**src/rtl/dtg_sync_monitor.sv**
```systemverilog
// Receive-side video timing monitor: measures line/frame geometry from hsync/vsync/de,
// recovers active pixel coordinates and tracks lock. Define DTG_MON_ERRCNT_EN for err_count.
module dtg_sync_monitor #(
   parameter bit HSYNC_ACTIVE_LOW = 1'b1,
   parameter bit VSYNC_ACTIVE_LOW = 1'b1,
   parameter int LOCK_FRAMES      = 3,
   parameter int TIMEOUT          = 4095
) (
   input  logic        clock,
   input  logic        rst,
   input  logic        hsync_in,
   input  logic        vsync_in,
   input  logic        de_in,
   output logic [11:0] h_total,
   output logic [11:0] v_total,
   output logic [11:0] h_active,
   output logic [11:0] v_active,
   output logic [11:0] pixel_x,
   output logic [11:0] pixel_y,
   output logic        pix_valid,
   output logic        frame_start,
   output logic        locked,
   output logic        lock_err
`ifdef DTG_MON_ERRCNT_EN
   ,
   output logic [15:0] err_count
`endif
);

   typedef enum logic [1:0] {
      ST_SEARCH = 2'd0,
      ST_TRACK  = 2'd1,
      ST_LOCKED = 2'd2
   } state_t;

   localparam logic [11:0] CNT_MAX    = 12'hFFF;
   localparam logic [11:0] TIMEOUT_M1 = 12'(TIMEOUT - 1);
   localparam logic [15:0] LOCK_AT    = 16'(LOCK_FRAMES - 1);

   function automatic logic [11:0] sat_inc(input logic [11:0] v);
      return (v == CNT_MAX) ? v : v + 12'd1;
   endfunction

   // Syncs are normalised to active-high before edge detection.
   logic hs_a, vs_a;
   logic hs_q, vs_q, de_q;
   logic hs_lead, vs_lead, de_rise, de_fall, first_de;

   assign hs_a    = HSYNC_ACTIVE_LOW ? ~hsync_in : hsync_in;
   assign vs_a    = VSYNC_ACTIVE_LOW ? ~vsync_in : vsync_in;
   assign hs_lead = hs_a & ~hs_q;
   assign vs_lead = vs_a & ~vs_q;
   assign de_rise = de_in & ~de_q;
   assign de_fall = ~de_in & de_q;

   logic [11:0] hcnt_q, hcnt_d;
   logic [11:0] lcnt_q, lcnt_d, lcnt_inc;
   logic [11:0] hde_q, hde_d, hde_inc;
   logic [11:0] vact_q, vact_d, vact_inc;
   logic        line_de_q, line_de_d;
   logic [11:0] h_total_q, h_total_d;
   logic [11:0] v_total_q, v_total_d;
   logic [11:0] h_active_q, h_active_d;
   logic [11:0] v_active_q, v_active_d;
   logic [11:0] pix_x_q, pix_x_d;
   logic [11:0] pix_y_q, pix_y_d;
   logic [11:0] line_len;

   assign line_len = sat_inc(hcnt_q);
   assign first_de = de_in & ~line_de_q;

   // The cycle carrying a leading edge closes the line/frame it ends.
   always_comb begin
      hcnt_d     = hs_lead ? 12'd0 : sat_inc(hcnt_q);
      h_total_d  = hs_lead ? line_len : h_total_q;
      lcnt_inc   = hs_lead ? sat_inc(lcnt_q) : lcnt_q;
      lcnt_d     = vs_lead ? {11'd0, hs_lead} : lcnt_inc;
      v_total_d  = vs_lead ? lcnt_inc : v_total_q;
      hde_inc    = de_in ? sat_inc(hde_q) : hde_q;
      hde_d      = hs_lead ? 12'd0 : hde_inc;
      h_active_d = (hs_lead && (hde_inc != 12'd0)) ? hde_inc : h_active_q;
      line_de_d  = hs_lead ? 1'b0 : (line_de_q | de_in);
      vact_inc   = first_de ? sat_inc(vact_q) : vact_q;
      vact_d     = vs_lead ? 12'd0 : vact_inc;
      v_active_d = vs_lead ? vact_inc : v_active_q;
      pix_x_d    = pix_x_q;
      if (de_rise) begin
         pix_x_d = 12'd0;
      end else if (de_in) begin
         pix_x_d = sat_inc(pix_x_q);
      end
      pix_y_d = pix_y_q;
      if (vs_lead) begin
         pix_y_d = 12'd0;
      end else if (de_fall) begin
         pix_y_d = sat_inc(pix_y_q);
      end
   end

   logic frame_start_q;

   always_ff @(posedge clock) begin
      if (rst) begin
         hs_q          <= 1'b0;
         vs_q          <= 1'b0;
         de_q          <= 1'b0;
         hcnt_q        <= 12'd0;
         lcnt_q        <= 12'd0;
         hde_q         <= 12'd0;
         vact_q        <= 12'd0;
         line_de_q     <= 1'b0;
         h_total_q     <= 12'd0;
         v_total_q     <= 12'd0;
         h_active_q    <= 12'd0;
         v_active_q    <= 12'd0;
         pix_x_q       <= 12'd0;
         pix_y_q       <= 12'd0;
         frame_start_q <= 1'b0;
      end else begin
         hs_q          <= hs_a;
         vs_q          <= vs_a;
         de_q          <= de_in;
         hcnt_q        <= hcnt_d;
         lcnt_q        <= lcnt_d;
         hde_q         <= hde_d;
         vact_q        <= vact_d;
         line_de_q     <= line_de_d;
         h_total_q     <= h_total_d;
         v_total_q     <= v_total_d;
         h_active_q    <= h_active_d;
         v_active_q    <= v_active_d;
         pix_x_q       <= pix_x_d;
         pix_y_q       <= pix_y_d;
         frame_start_q <= vs_lead;
      end
   end

   state_t      state_q;
   logic [11:0] ref_h_q, ref_v_q;
   logic [15:0] match_q, match_nxt;
   logic        frame_ok_q, lock_err_q;
   logic        line_ok, frame_good, timeout, lose_lock;

   assign line_ok    = (line_len == ref_h_q);
   assign frame_good = frame_ok_q && (!hs_lead || line_ok) && (lcnt_inc == ref_v_q);
   assign timeout    = !hs_lead && (hcnt_q == TIMEOUT_M1);
   assign match_nxt  = match_q + 16'd1;
   assign lose_lock  = (state_q == ST_LOCKED) &&
                       (timeout || (hs_lead && !line_ok) || (vs_lead && (lcnt_inc != ref_v_q)));

   // ref_v starts at 0 so the first full frame always reloads instead of matching.
   always_ff @(posedge clock) begin
      if (rst) begin
         state_q    <= ST_SEARCH;
         ref_h_q    <= 12'd0;
         ref_v_q    <= 12'd0;
         match_q    <= 16'd0;
         frame_ok_q <= 1'b0;
         lock_err_q <= 1'b0;
      end else begin
         lock_err_q <= lose_lock;
         if (vs_lead) begin
            frame_ok_q <= 1'b1;
         end else if (hs_lead && !line_ok) begin
            frame_ok_q <= 1'b0;
         end
         if (timeout || lose_lock) begin
            state_q <= ST_SEARCH;
            match_q <= 16'd0;
         end else begin
            unique case (state_q)
               ST_SEARCH: begin
                  if (vs_lead) begin
                     state_q <= ST_TRACK;
                     ref_h_q <= h_total_d;
                     ref_v_q <= 12'd0;
                     match_q <= 16'd0;
                  end
               end
               ST_TRACK: begin
                  if (vs_lead) begin
                     if (frame_good) begin
                        match_q <= match_nxt;
                        if (match_nxt >= LOCK_AT) begin
                           state_q <= ST_LOCKED;
                        end
                     end else begin
                        ref_h_q <= h_total_d;
                        ref_v_q <= lcnt_inc;
                        match_q <= 16'd0;
                     end
                  end
               end
               ST_LOCKED: begin
               end
               default: state_q <= ST_SEARCH;
            endcase
         end
      end
   end

`ifdef DTG_MON_ERRCNT_EN
   logic [15:0] err_cnt_q;

   always_ff @(posedge clock) begin
      if (rst) begin
         err_cnt_q <= 16'd0;
      end else if (lose_lock && (err_cnt_q != 16'hFFFF)) begin
         err_cnt_q <= err_cnt_q + 16'd1;
      end
   end

   assign err_count = err_cnt_q;
`endif

   assign h_total     = h_total_q;
   assign v_total     = v_total_q;
   assign h_active    = h_active_q;
   assign v_active    = v_active_q;
   assign pixel_x     = pix_x_q;
   assign pixel_y     = pix_y_q;
   assign pix_valid   = de_q;
   assign frame_start = frame_start_q;
   assign locked      = (state_q == ST_LOCKED);
   assign lock_err    = lock_err_q;

endmodule

```
**config.mk**
```make
export PLATFORM = sky130hd
export DESIGN_NAME = dtg_sync_monitor
export DESIGN_NICKNAME = d
export VERILOG_FILES = /design/src/rtl/dtg_sync_monitor.sv
export SDC_FILE = /design/constraint.sdc
export NUM_CORES = 1
export LEC_CHECK = 0
export BUFFER_PORTS_ARGS = -buffer_cell sky130_fd_sc_hd__buf_2
export CELL_PAD_IN_SITES_DETAIL_PLACEMENT = 0
export CELL_PAD_IN_SITES_GLOBAL_PLACEMENT = 1
export CORE_ASPECT_RATIO = 0.8
export CORE_MARGIN = 2
export CORE_UTILIZATION = 30
export DETAILED_ROUTE_END_ITERATION = 16
export GPL_ROUTABILITY_DRIVEN = 0
export GPL_TIMING_DRIVEN = 0
export PLACE_DENSITY = 0.6
export SLEW_MARGIN = 20
export SYNTH_ARGS = -nofsm -noshare
export SYNTH_HDL_FRONTEND = slang
export SYNTH_SLANG_ARGS = --single-unit
```
**constraint.sdc**
```tcl
create_clock -name clock -period 3.5 [get_ports clock]
set_input_delay 0.7 -clock clock [delete_from_list [all_inputs] [get_ports clock]]
set_output_delay 0.7 -clock clock [all_outputs]
set_load 0.02 [all_outputs]
```
### Word-level counts from Yosys, hierarchy flattened

Cells that the tools add are included.

| storage, ports and cells | value |
|---|---|
| register bits | 169 |
| latch bits | 0 |
| memory bits (writable) | 0 |
| bits in read-only memories | 0 |
| input port bits | 5 |
| output and inout bits | 76 |
| word-level logic and storage cells | 118 |
| memories | 0 |

| cells by class | value |
|---|---|
| $add $sub $neg | 7 |
| multipliers | 0 |
| divide/modulo/power cells | 0 |
| magnitude comparators | 1 |
| equal/unequal tests | 17 |
| shifts and indexed selects | 0 |
| multiplexer cells | 28 |
| bitwise gates (word level) | 17 |
| reductions and logical operators | 26 |

Operators by type and width:

| kind | number |
|---|---|
| $mux W12 | 14 |
| $eq A12 B12 Y1 const B | 7 |
| $add A12 B1 Y12 const B | 6 |
| $mux W16 | 3 |
| $pmux W12 S2 | 2 |
| $pmux W16 S2 | 1 |
| $eq A12 B12 Y1 | 2 |
| $add A16 B1 Y16 const B | 1 |
| $ge A16 B2 Y1 const B | 1 |
| $ne A12 B12 Y1 | 1 |
| $reduce_bool A12 Y1 | 1 |
| $not A1 Y1 | 11 |
| $ne A2 B2 Y1 const B | 5 |
| $reduce_and A5 Y1 | 2 |
| $mux W2 | 4 |
| $reduce_or A2 Y1 | 4 |
| $logic_and A1 B1 Y1 | 7 |
| $pmux W2 S3 | 1 |
| $and A1 B1 Y1 | 5 |
| $logic_or A1 B1 Y1 | 4 |
| $reduce_and A2 Y1 | 2 |
| $reduce_bool A2 Y1 | 2 |
| $mux W1 | 3 |
| $reduce_and A3 Y1 | 1 |
| other kinds (5) | 6 |

### Logic depth before layout (Yosys ltp)

Gate-level depths: netlist of run 1.

| logic depth | value |
|---|---|
| depth in word-level cells | 11 |
| depth in mapped cells | 12 |
| gate-level depth less buffers | 10 |

### Worst setup path after synthesis of run 1

OpenSTA, ideal clock, no wires.

| timing | value |
|---|---|
| path type | register -> register |
| start point | register hcnt_q[0] |
| end point | register ref_h_q[0] |
| setup time | 0.121 ns |
| arrival | 2.940 ns |
| data required time | 3.379 ns |
| path slack | 0.439 ns |
| cell stages (with the launch flop) | 12 |
| buffers on the path | 1 |
| period minus slack after synthesis | 3.061 ns |
| path through | dfxtp_1 -> ha_1 -> nand3_1 -> nor3_2 -> mux2i_1 -> xnor2_1 -> nor4_1 -> a41oi_2 -> o21ai_4 -> nor2_4 -> buf_12 -> mux2_4 |

| on the way | value |
|---|---|
| cells in the longest elaborated chain, start to end | 11 |

Ends and longest elaborated chain:

| what | line | RTL |
|---|---|---|
| from (decl) | 56 | `logic [11:0] hcnt_q, hcnt_d;` |
| from (signal assigned) | 123 | `hcnt_q <= hcnt_d;` |
| $add A12 B1 Y12 / $eq A12 B12 Y1 (equally long branches) | 41 | `return (v == CNT_MAX) ? v : v + 12'd1;` |
| $mux W12 | -- |  |
| $eq A12 B12 Y1 | 144 | `assign line_ok = (line_len == ref_h_q);` |
| $logic_not A1 Y1 | 149 | `(timeout \|\| (hs_lead && !line_ok) \|\| (vs_lead && (lcnt_inc != ref_v_q)));` |
| $logic_and A1 B1 Y1 | 149 |  |
| $logic_or A1 B1 Y1 (2 in series) | 149 |  |
| $logic_and A1 B1 Y1 | 148 | `assign lose_lock = (state_q == ST_LOCKED) &&` |
| $logic_or A1 B1 Y1 | 167 | `if (timeout \|\| lose_lock) begin` |
| $not A1 Y1 (no source line) | -- |  |
| $reduce_and A5 Y1 (no source line) | -- |  |
| to (signal assigned) | 175 | `ref_h_q <= h_total_d;` |
| to (signal assigned) | 188 | `ref_h_q <= h_total_d;` |
| to (decl) | 139 | `logic [11:0] ref_h_q, ref_v_q;` |

Several ways; a longest one is shown, not always the timed one. The select of a mux whose other input is x is not followed.
A chain may end at the register's enable or synchronous reset.

### Worst setup path after layout of run 1

| timing | value |
|---|---|
| start point | register hcnt_q[1] |
| end point | register ref_h_q[10] |

Same word-level chain as after synthesis.

==> impl_metrics.toml, run 1 <==
[clock_tree]
numClockSinks = 169
cts_tree = "yes"
root_buffer = "clkbuf_16"
cts_max_path_buffers = 2
holdBufCountCts = 0
clk_latency_ns = 0.44
numCtsBuffers = 17
clk_pin_slew_ns = 0.07
h-tree-depth = 4

[sta]
hold_viol = 0
period_needed_ns = 3.31
skew_ns = 0.0135
setup_tns_ns = 0
fin_crit_sh_pct = 94.6
setup_slack_ns = 0.190
worst_pin_slew_ns = 0.910
setup_viol = 0
slew_violations = 0
slew-limit-headroom_pct = 39.1
max_freq_ghz = 0.302

[finish]
final_net_count = 1081
fillerInstances = 2865
stdcell_count = 1444
layout-drive-gt1-share_pct = 18.0
finalInstanceArea_um2 = 9780
num_antenna_cells = 0
multi_input_area_um2 = 4650
area_growth_pct = 18.5
seqCellArea_um2 = 3380

[die]
die_w_um = 189
dieHeight_um = 152
io_pins = 81
core_area_um2 = 27200
num_rows = 54
design.die.area_um2 = 28900
initial_utilization_pct = 30.4

[grt]
grt_pass1_wl_um = 35400
grt_antenna_before_repair = 1
grt-ovfl-total = 0
grt_max_degree = 18
grt_usage_pct = 15.6
grt_pass1_vias = 6355

[placement]
dp_cells = 1409
dpl_cell_area_um2 = 9110
pre_cts_slack_ns = -0.516
dp_hpwl_um = 16600
place.port_buffers = 80

[synthesis]
synth.avg_cell_area_um2 = 8.55
synth_seq_area_share_pct = 41.0
netlist_area_um2 = 8260
postSynthCellCount = 965
synth_seq_cells = 169
yosysWarnings = 0
synth_fp_nets = 979
synth-edff-count = 0
synth_flop_cell = "dfxtp_1"
synthArstFlopShare_pct = 0
synth_cell_types = 72

[run]
max-cap-violations = 0

[setup_path]
critPathRequiredTime_ns = 3.82
cp_top_family = "compound AO/OA/AOI/OAI gates"
crit_buf_inv = 1
cp-start-kind = "register"
critPathMaxFanout = 10
cp_slowest_cell = "a2111oi_0"
cpPeakStageDelay_ns = 0.54
cp_common_cell = "and4_1"
critPathArrivalTime_ns = 3.63
worstSetupPathType = "reg2reg"
worstPathCellList = "and4_1 > and4_1 > nor3b_1 > a2111oi_0 > o2111a_1 > a41oi_2 > o21ai_4 > nor2_4 > buf_12 > mux2_4"
end_kind = "register"

[power_and_ir_drop]
static-leakage-power_uw = 0.00377
irDropWorstVdd_v = 0.000345
power.density_nw_per_um2 = 421
p_total_uw = 4120

[route]
vias = 6924
finalWirelength_um = 22200
drc = 0
drt-pass1-iter-count = 5
drt-vias-per-instance = 4.80
drtAntennaViolNets = 0
wl_per_cell_um = 15.4
drtIter0Drc = 336

[hold_path]
hold_path.class = "reg2reg"

[status]
status = "complete, no violations"
==> per-stage QoR <==
step / hold slack [ns] / utilization [%]
final: 0.458 / 36.0
after global routing: 0.475 / 36.0
after CTS: 0.455 / 35.8
after detailed placement: 0.453 / 33.5
after global placement: 0.449 / 33.5
after floorplan: 0.429 / -
==> report_power, final <==
part           switching (µW)  internal [µW]
registers                27.7           1950
logic                     200            102
clock network             895            943
total                    1120           3000
==> logic make-up after synthesis <==
logic type / count (synthesis) / share of synthesized area (%)
and+or+nand+nor: 458 / 27.8
DFF: 169 / 41.0
AOI/OAI and AO/OA: 154 / 12.6
xor gates and xnor gates: 65 / 6.90
buffers and inverters: 64 / 3.62
muxes: 46 / 6.76
adders and majority gates: 9 / 1.36
==> metal layers <==
metal | GRT usage, % | vias up | wire length (µm)
li1 | - | 3590 | -
met1 | 24.0 | 3211 | 12300
met2 | 21.6 | 108 | 9000
met3 | 3.34 | 13 | 771
met4 | 3.95 | 2 | 168
met5 | 0 | - | 11
==> what timing repair did <==
action                                  4_1_cts  5_1_grt
buffers inserted                              0        3
endpoints found under the setup margin       43       48
pin swaps                                     0        3
hold endpoints to repair                      0        0
resized for setup                             6        7
==> registers in the layout, summed over array words and instances, names as in the netlist <==
signal,cells
pixel_y,12
hs_q,1
ref_h_q,12
frame_ok_q,1
v_total,12
pix_valid,1
lock_err,1
pixel_x,12
h_total,12
v_active,12
line_de_q,1
state_q,2
hde_q,12
match_q,16
h_active,12
lcnt_q,12
hcnt_q,12
frame_start,1
vs_q,1
ref_v_q,12
vact_q,12
==> cell usage in the layout, fill, tap and decap left out, types with 20 or more instances in the layout <==
| cell type | instances |
|---|---|
| xor2_1 | 37 |
| xnor2_1 | 27 |
| o21ai_0 | 23 |
| nor2_1 | 169 |
| clkbuf_1 | 25 |
| a211oi_1 | 23 |
| dfxtp_1 | 168 |
| buf_2 | 91 |
| a21oi_1 | 49 |
| nand4_1 | 32 |
| nor2b_1 | 31 |
| nand2_1 | 79 |
| nand3_1 | 24 |
| mux2i_1 | 20 |
==> synth_stat cells, types with 16 or more instances <==
library cell | number | area (µm²)
dfxtp_1 | 169 | 3380
nor2_1 | 169 | 634
nand2_1 | 79 | 297
a21oi_1 | 50 | 250
xor2_1 | 37 | 324
nand4_1 | 32 | 200
nor2b_1 | 31 | 194
xnor2_1 | 28 | 245
nand3_1 | 25 | 125
clkbuf_1 | 24 | 90.1
a211oi_1 | 23 | 173
o21ai_0 | 23 | 115
mux2i_1 | 21 | 210
and3_1 | 19 | 119
nor3_1 | 19 | 95.1
inv_1 | 18 | 67.6
mux2_4 | 17 | 255
nand2b_1 | 16 | 100
==> tightest hold or removal path: cells and delay by family (launching register included) <==
family,cells,cell delay [ns]
AO/OA/AOI/OAI,1,0.05
flip-flops,1,0.31
AND/OR/NAND/NOR,1,0.05
==> final cells by class <==
cell class / count / share of cell area (%)
Tap cell: 364 / 4.66
Sequential cell: 169 / 34.6
Inverter: 18 / 0.691
Buffer: 46 / 2.37
Clock buffer: 18 / 4.39
Clock inverter: 14 / 1.43
Multi-Input combinational cell: 732 / 47.5
Timing Repair Buffer: 83 / 4.32
==> path summary, 6_finish.rpt <==
| kind | from | to | slack (ns) | depth (start not counted) |
|---|---|---|---|---|
| max | hcnt_q[1] | ref_h_q[10] | 0.19 | 10 |
| min | v_total[5] | v_total[5] | 0.46 | 2 |
| max reg2reg | hcnt_q[1] | ref_h_q[10] | 0.19 | 10 |
| min reg2reg | v_total[5] | v_total[5] | 0.46 | 2 |
(Power assumes the default switching activity.)
==> run 2: changes to the inputs <==
--- a/config.mk
+++ b/config.mk
@@ -14,7 +14,7 @@
 export DETAILED_ROUTE_END_ITERATION = 16
 export GPL_ROUTABILITY_DRIVEN = 0
 export GPL_TIMING_DRIVEN = 0
-export PLACE_DENSITY = 0.6
+export PLACE_DENSITY_LB_ADDON = 0.1
 export SLEW_MARGIN = 20
 export SYNTH_ARGS = -nofsm -noshare
 export SYNTH_HDL_FRONTEND = slang
==> impl_metrics.toml, run 2 (same netlist as run 1, synthesis figures left out) <==
[status]
status = "complete, no violations"

[placement]
dp_hpwl_um = 17100
place.port_buffers = 80
dpl_cell_area_um2 = 9110

[sta]
skew_ns = 0.0126
fin_crit_sh_pct = 94.7
rsz0062_at_grt = "false"
setup_viol = 0
period_needed_ns = 3.32
worst_pin_slew_ns = 1.08
slew-limit-headroom_pct = 27.9
hold_viol = 0
max_freq_ghz = 0.302
slew_violations = 0

[setup_path]
worstSetupPathType = "reg2reg"
reg2reg_from = "hcnt_q[1]"
critPathRequiredTime_ns = 3.82
critPathMaxFanout = 10
end_kind = "register"
worstRegToRegCells = 12
cp-start-kind = "register"
reg2reg_slack_ns = 0.18
critPathArrivalTime_ns = 3.64
worst_r2r_endpoint = "ref_h_q[0]"

[route]
drt-pass1-iter-count = 4
drt-vias-per-instance = 4.75
routedLengthMet1_um = 12300
drtAntennaViolNets = 0
highest_layer = "met4"
wl_per_cell_um = 15.9
wl_met2_um = 9470
vias = 6866
drc = 0
finalWirelength_um = 23000
drtIter0Drc = 321
wl_met3_um = 855

[finish]
largest_register_ffs = 16
num_antenna_cells = 0
regMostFlops = "match_q"
final_common_cell = "nor2_1"
final_cell_mix = "nor2_1, dfxtp_1, buf_2"
finalInstanceArea_um2 = 9790
layout-drive-gt1-share_pct = 17.9
fin_util_pct = 36.0
fillerInstances = 2841
area_growth_pct = 18.6
final_net_count = 1081
seqCellArea_um2 = 3380
multi_input_area_um2 = 4630

[power_and_ir_drop]
static-leakage-power_uw = 0.00379
power_switching_uw = 1070
sw_frac_of_total_pct = 25.4
pwr-share-clk_pct = 46.0
irDropWorstVdd_v = 0.000341
p_int_uw = 3150
p_seq_share_pct = 46.8
pwr-share-comb_pct = 7.2
p_total_uw = 4230
power.density_nw_per_um2 = 432

[hold_path]
hold_start = "v_total[10]"
holdPathStages = 2
hold_end = "v_total[10]"
hold_path.class = "reg2reg"

[die]
num_rows = 54
core_area_um2 = 27200
io_pins = 81
die_w_um = 189
design.die.area_um2 = 28900
dieHeight_um = 152
initial_utilization_pct = 30.4

[grt]
grt_usage_pct = 16.2
grt-ovfl-total = 0
grt_pass1_vias = 6711
grt_antenna_before_repair = 0
grt_max_degree = 17
grt_pass1_wl_um = 37000

[clock_tree]
numClockSinks = 169
cts_max_path_buffers = 2
root_buffer = "clkbuf_16"
clk_latency_ns = 0.44
h-tree-depth = 4
clk_pin_slew_ns = 0.07
cts_tree = "yes"
numCtsBuffers = 17

[run]
max-cap-violations = 0
run 2: worst max-delay path, stage by stage (launching register included):
cell and delay (ns):
dfxtp_1 0.45, ha_2 0.32, and3_1 0.19, buf_2 0.23
a211oi_2 0.14, nand3_1 0.10, o21ai_0 0.20, o2111a_1 0.36
a41oi_2 0.30, o21ai_4 0.12, nor2_4 0.27, buf_12 0.20
mux2_4 0.31
run 2: worst max-delay path by stage:
stage / from / to / slack, ns / cells past startpoint
floorplan: hcnt_q[0] / ref_h_q[0] / 0.44 / 11
global placement: hcnt_q[0] / state_q[0] / -0.62 / 10
detailed placement: hcnt_q[0] / state_q[0] / -0.56 / 10
CTS: hcnt_q[0] / ref_h_q[0] / 0.02 / 12
global route: hde_q[0] / h_active[1] / 0.008 / 10
finish: hcnt_q[1] / ref_h_q[0] / 0.18 / 12
run 2: cell type report:
class | count | share of cell area [%]
multi-input cells | 732 | 47.3
repair buffers | 83 | 4.32
plain buffers | 46 | 2.37
flip-flops and latches | 169 | 34.6
inverters | 18 | 0.690
clock buffers | 20 | 4.67
well taps | 364 | 4.65
clock inverters | 12 | 1.41
run 2: power by group through the flow:
| stage | registers (µW) | logic (µW) | clock network (µW) |
|---|---|---|---|
| 6_report | 1980 | 305 | 1940 |
| 5_1_grt | 1980 | 337 | 2080 |
| 4_1_cts | 1980 | 308 | 2010 |
| 3_5_place_dp | 2020 | 299 | 0 |
| 3_3_place_gp | 2020 | 301 | 0 |
| 2_1_floorplan | 2040 | 176 | 0 |
run 2: stage by stage:
| stage | setup TNS [ns] | worst slack [ns] | hold slack [ns] | instances |
|---|---|---|---|---|
| after floorplan | 0 | 0.439 | 0.429 | 965 |
| after global placement | -19.88 | -0.623 | 0.444 | 1409 |
| after detailed placement | -17.59 | -0.555 | 0.446 | 1409 |
| after CTS | 0 | 0.0248 | 0.457 | 1441 |
| after global routing | 0 | 0.00792 | 0.485 | 1444 |
| final | 0 | 0.184 | 0.452 | 1444 |
run 2: repair_timing:
item | CTS | global route
gates resized for setup | 8 | 3
endpoints found under the setup margin | 43 | 27
setup buffers | 0 | 3
hold buffers | 0 | 0
pin swaps | 1 | 1
run 2: metal layers:
layer	GRT usage (%)	vias to the layer above
li1	-	3594
met1	23.7	3154
met2	23.8	94
met3	3.55	24
met4	4.69	0
met5	0	-
